[src/rtl/register_file_8.sv]
// Register file with one write port and two registered read ports (A to the shifter, B to
// the data output). A same-cycle write is forwarded to a read of the same address.
module register_file_8 #(
    parameter int DATA_WIDTH = 8,
    parameter int ADDR_WIDTH = 2
) (
    input  logic                       clk,
    input  logic                       reset_n,
    input  logic [DATA_WIDTH-1:0]      from_mux,
    input  logic                       write_enable,
    input  logic [ADDR_WIDTH-1:0]      write_address,
    input  logic                       read_enable_a,
    input  logic [ADDR_WIDTH-1:0]      read_address_a,
    input  logic                       read_enable_b,
    input  logic [ADDR_WIDTH-1:0]      read_address_b,
    output logic [DATA_WIDTH-1:0]      to_shifter,
    output logic                       valid_a,
    output logic [DATA_WIDTH-1:0]      output_data,
    output logic                       valid_b,
    output logic [(2**ADDR_WIDTH)-1:0] written_map
);

    localparam int DEPTH = 2 ** ADDR_WIDTH;

    logic [DATA_WIDTH-1:0] regs_reg [DEPTH];
    logic [DEPTH-1:0]      written_reg;
    logic [DATA_WIDTH-1:0] data_a_reg, data_a_next;
    logic [DATA_WIDTH-1:0] data_b_reg, data_b_next;
    logic                  valid_a_reg, valid_b_reg;

    genvar gi;
    generate
        for (gi = 0; gi < DEPTH; gi++) begin : g_reg
            always_ff @(posedge clk) begin
                if (!reset_n) begin
                    regs_reg[gi]    <= '0;
                    written_reg[gi] <= 1'b0;
                end else if (write_enable && (write_address == ADDR_WIDTH'(gi))) begin
                    regs_reg[gi]    <= from_mux;
                    written_reg[gi] <= 1'b1;
                end
            end
        end
    endgenerate

    // Write-first: a read of the address being written sees the incoming bus value.
    always_comb begin
        data_a_next = regs_reg[read_address_a];
        data_b_next = regs_reg[read_address_b];
        if (write_enable && (write_address == read_address_a)) begin
            data_a_next = from_mux;
        end
        if (write_enable && (write_address == read_address_b)) begin
            data_b_next = from_mux;
        end
    end

    always_ff @(posedge clk) begin
        if (!reset_n) begin
            data_a_reg  <= '0;
            data_b_reg  <= '0;
            valid_a_reg <= 1'b0;
            valid_b_reg <= 1'b0;
        end else begin
            valid_a_reg <= read_enable_a;
            valid_b_reg <= read_enable_b;
            if (read_enable_a) begin
                data_a_reg <= data_a_next;
            end
            if (read_enable_b) begin
                data_b_reg <= data_b_next;
            end
        end
    end

    assign to_shifter  = data_a_reg;
    assign valid_a     = valid_a_reg;
    assign output_data = data_b_reg;
    assign valid_b     = valid_b_reg;
    assign written_map = written_reg;

endmodule

[config.mk]
export PLATFORM = sky130hd
export DESIGN_NAME = register_file_8
export DESIGN_NICKNAME = d
export VERILOG_FILES = /design/src/rtl/register_file_8.sv
export SDC_FILE = /design/constraint.sdc
export NUM_CORES = 1
export LEC_CHECK = 0
export CORE_MARGIN = 2
export CORE_UTILIZATION = 45
export DETAILED_ROUTE_END_ITERATION = 10
export MAX_ROUTING_LAYER = met4
export PLACE_DENSITY = 0.67
export SLEW_MARGIN = 5
export SYNTH_ARGS = -nofsm -noshare
export SYNTH_HDL_FRONTEND = slang
export SYNTH_SLANG_ARGS = --single-unit
export TNS_END_PERCENT = 100
[constraint.sdc]
create_clock -name clk -period 3.7 [get_ports clk]
set_input_delay 0.74 -clock clk [delete_from_list [all_inputs] [get_ports clk]]
set_output_delay 0.74 -clock clk [all_outputs]
set_load 0.02 [all_outputs]
## After elaboration in Yosys (flattened, before gate mapping)

Memories as Yosys holds them, arrays and structs flattened.
Cells that the tools add are included.

| operators by class | value |
|---|---|
| equality and inequality tests | 5 |
| muxes and demuxes | 19 |
| bitwise logic cells | 4 |
| reduce and logical (&&, ||, !) cells | 7 |

Operators by type and width:

| cell | count |
|---|---|
| $mux W8 | 6 |
| $mux W1 | 13 |
| $logic_and A1 B1 Y1 | 6 |
| $eq A2 B2 Y1 | 2 |
| $eq A2 B2 Y1 const B | 2 |
| $or A1 B1 Y1 | 4 |
| $eq A2 B1 Y1 const B | 1 |
| $logic_not A2 Y1 | 1 |

| word-level totals | value |
|---|---|
| register bits | 22 |
| RAM bits | 32 |
| input port bits | 19 |
| output and inout bits | 22 |
| logic and storage cells | 44 |
| memories kept | 1 |

Memory list:

| memory | depth | bits a word | rd ports | clocked after Yosys merged registers in | write ports | line | source |
|---|---|---|---|---|---|---|---|
| regs_reg | 4 | 8 | 2 | 0 | 4 | 25 | `logic [DATA_WIDTH-1:0] regs_reg [DEPTH];` |

## Depth between registers and ports, before layout

| depth | value |
|---|---|
| depth in word-level cells | 6 |
| mapped depth | 4 |
| mapped depth without buffers | 3 |

## Worst setup path before layout

OpenSTA, ideal clock, no wires.

| timing | value |
|---|---|
| path kind | in2reg |
| start | input write_enable |
| end | memory regs_reg[0][0], enable pin |
| setup time | 0.387 ns |
| data arrival time | 1.828 ns |
| data required time | 3.313 ns |
| slack | 1.485 ns |
| cell stages on the path | 3 |
| path buffers | 1 |
| cell sequence | clkinv_1 > clkbuf_1 > o31ai_1 |

RTL lines:

| item | line | source |
|---|---|---|
| from (decl) | 10 | `input logic write_enable,` |
| to (decl) | 25 |  |

==> out/metrics.csv <==
stage,metric,value,unit
logic_synthesis,Synth Area in Simple Gates,0.1411,
run,Max Cap Viol,0,
final_layout,final core occ,0.5576,
sta,Worst Skew,8.369,ps
clock_network,clock sinks,54,
status,run status,finished clean,
clock_network,Clk Tree Root Cell,clkbuf_8,
min_path,HP Class,reg -> reg,
placement,buffers added on ports,40,
worst_setup_path,"Max stage delay cell, worst path",clkdlybuf4s50_1,
sta,Peak Freq,0.4122,GHz
min_path,end of the worst hold path,written_map[1],
logic_synthesis,Compound-Gate Fraction of Synth Area,0.1251,
floorplanning,Initial Util,0.4656,
routing,Detailed Route Iter0 Violations,111,
power,switching part of the total,0.2515,
clock_network,Post-CTS Resized,0,
sta,Tightest Pin Transition,812.9,ps
routing,vias,1806,
logic_synthesis,library cells used by synthesis,23,
routing,WL per Instance,18.57,um
logic_synthesis,ys flop type,edfxtp_1,
worst_setup_path,reg2reg end,to_shifter[4],
global_routing,GR Util All Layers,0.2049,
routing,first-pass iteration count of the detailed router,4,
routing,DRC viols,0,
clock_network,CTS buffer count,5,
global_routing,initial antenna violation count,0,
power,share of power burned in the clock network,0.286,
placement,Final HPWL DP,4499,um
worst_setup_path,crit path DAT,2600,ps
logic_synthesis,largest family of logic cells by synthesized area,simple AND/OR/NAND/NOR gates,
final_layout,Nets,263,
logic_synthesis,number of flops mapped to enable cells by yosys,32,
clock_network,CTS tree,done,
global_routing,gr ovfl total,0,
power,internal power,1.003,mW
logic_synthesis,synthesized area per cell,13.24,sq um
logic_synthesis,Yosys top cell area share,0.3507,
final_layout,"most common cell after layout, fill and taps aside",clkdlybuf4s50_1,
global_routing,first-pass GRT wire length,9570,um
worst_setup_path,Reg-to-Reg Start,regs_reg[3][4],
routing,via-per-instance ratio,5.644,
logic_synthesis,Mapped Cells,207,
power,Max IR drop VDD,0.2587,mV
global_routing,pin count of the biggest net entering global routing,27,
power,logic gate share of total power,0.186,
logic_synthesis,post-synthesis register bit count,54,
final_layout,ANT cells,0,
sta,Final TNS setup,0,ps
routing,WL final,5943,um
floorplanning,die area,6730,sq um
worst_setup_path,WP data required,3870,ps
clock_network,clock transition at the registers of the reported paths,90,ps
logic_synthesis,mux share of post-synthesis cell area,0.1315,
clock_network,clock tree buffer depth,2,
min_path,Worst Min Path Start,written_map[1],
worst_setup_path,worst path cell trace,clkdlybuf4s50_1 > nor3b_2 > and2_1,
worst_setup_path,FF-to-FF setup slack,2440,ps
clock_network,Setup Buffers After CTS,0,
floorplanning,IO Pins,41,
final_layout,most frequent cells in the layout,"clkdlybuf4s50_1 (40), and2_1 (34), edfxtp_1 (32)",
power,Seq pwr share,0.527,
power,P_leak,1.123,nW
floorplanning,Die Width,82.04,um
logic_synthesis,asr flop ratio synth,0,
power,Net Switching,0.3368,mW
worst_setup_path,worst setup path category,in -> reg,
logic_synthesis,adder-cell share of the synthesized area,0,
sta,fin crit period,2426,ps
sta,Final Hold Fails,0,
clock_network,htree depth,2,
worst_setup_path,worst-path maximum fanout,11,
logic_synthesis,Mapped Nets,226,
sta,final setup vio count,0,
logic_synthesis,Syn. warnings,0,
routing,Post-DRT Antenna Nets,0,
sta,RSZ-0062 raised after global routing,false,
placement,GPL Wtd Cong,0.8843,
logic_synthesis,top area cells in the synthesized netlist,"edfxtp_1 (35%), dfxtp_1 (16%), mux4_2 (13%), and2_1 (7.8%), o31ai_1 (4.7%)",
power,PD cells,408.1,nW/um^2
clock_network,worst skew pair latency,300,ps
worst_setup_path,FF-to-FF path depth,3,
final_layout,layout filler cell count,485,
worst_setup_path,Crit. End Element,flop,
sta,Max Slew Vio Count,0,
final_layout,max reg flops,32,
floorplanning,core area,5886,sq um
logic_synthesis,synthesized area,2740,sq um
logic_synthesis,largest area contributor in the netlist,edfxtp_1,
global_routing,vias in the first global route,1819,
floorplanning,Die Ht,82.04,um
logic_synthesis,share of the yosys chip area belonging to registers,0.5114,
logic_synthesis,post-synthesis xor/xnor area fraction,0.05571,
min_path,Hold Crit Depth,1,
worst_setup_path,"Largest stage delay, worst path",980,ps
clock_network,"Hold-fix buffers, CTS",0,
final_layout,layout cells sized above 1,0.1633,
sta,slew margin rel.,0.4564,
worst_setup_path,Startpoint Class,input port,
sta,fin crit share,0.6557,
final_layout,area delta synth->final,19.77,%
floorplanning,site row count,28,
## critical path, delay by kind of cell
kind                   cells  cell delay, ps
buffers and inverters      1             980
and+or+nand+nor            2             870
## cell families (layout without fill, tap and decap cells)
group                     Yosys count  in the layout
AOI/OAI and AO/OA                  54             54
and+or+nand+nor                    60             60
DFF                                54             54
muxes                              16             16
buffers and inverters              15             53
xor gates and xnor gates            8              8
## area by class of cell
cell class,instances,area (sq um),share of cell area
clock buffer,6,72.57,0.02211
sequential,54,1401,0.4270
timing repair buffer,44,430.4,0.1311
tap,75,93.84,0.02859
inverter,1,3.754,0.001144
multi-input combinational,138,1242,0.3786
clock inverter,2,37.54,0.01144
## worst max-delay path by stage
stage	start	endpoint	cells past startpoint
finish	write_address[0]	regs_reg[1][1]	3
detailed placement	read_address_a[0]	to_shifter[4]	4
global route	write_enable	regs_reg[0][2]	5
CTS	read_address_a[0]	to_shifter[4]	4
floorplan	write_enable	regs_reg[0][0]	3
global placement	read_address_a[0]	to_shifter[3]	4
## stage by stage
step / hold WS [ps] / area, sq um / total power, mW / std cells / worst slack [ps]
after floorplan: 572.1 / 2740 / 0.8722 / 207 / 1485
after global placement: 440.0 / 3172 / 0.9658 / 312 / 983.5
after detailed placement: 439.6 / 3172 / 0.9705 / 312 / 947.7
after CTS: 468.7 / 3282 / 1.358 / 320 / 1261
after global routing: 477.0 / 3282 / 1.401 / 320 / 1155
final: 466.7 / 3282 / 1.339 / 320 / 1274
## cell usage after synthesis, types with 3 or more instances
cell and count:
mux4_2 16, a21o_1 4, o31ai_1 17, buf_6 4, and2_1 34, edfxtp_1 32
nand4_1 16, xnor2_2 4, nand2_1 3, dfxtp_1 22, clkbuf_1 6, o21ai_0 17
a31oi_1 16
## metal layers
metal	vias to the layer above	wire length [um]	share of wire	GRT usage
met5	-	0	0	-
met2	57	2933	0.49	0.3268
li1	885	-	-	-
met4	0	65	0.011	0.07833
met1	854	2649	0.45	0.2586
met3	10	294	0.049	0.04176
## power groups by stage
stage / combinational (mW) / sequential, mW / clock [mW]
floorplan: 0.138 / 0.734 / 0
global placement: 0.249 / 0.717 / 0
detailed placement: 0.250 / 0.720 / 0
CTS: 0.251 / 0.706 / 0.400
global route: 0.272 / 0.712 / 0.417
finish: 0.250 / 0.706 / 0.384
Note: power is estimated with default switching activity, not from simulation.
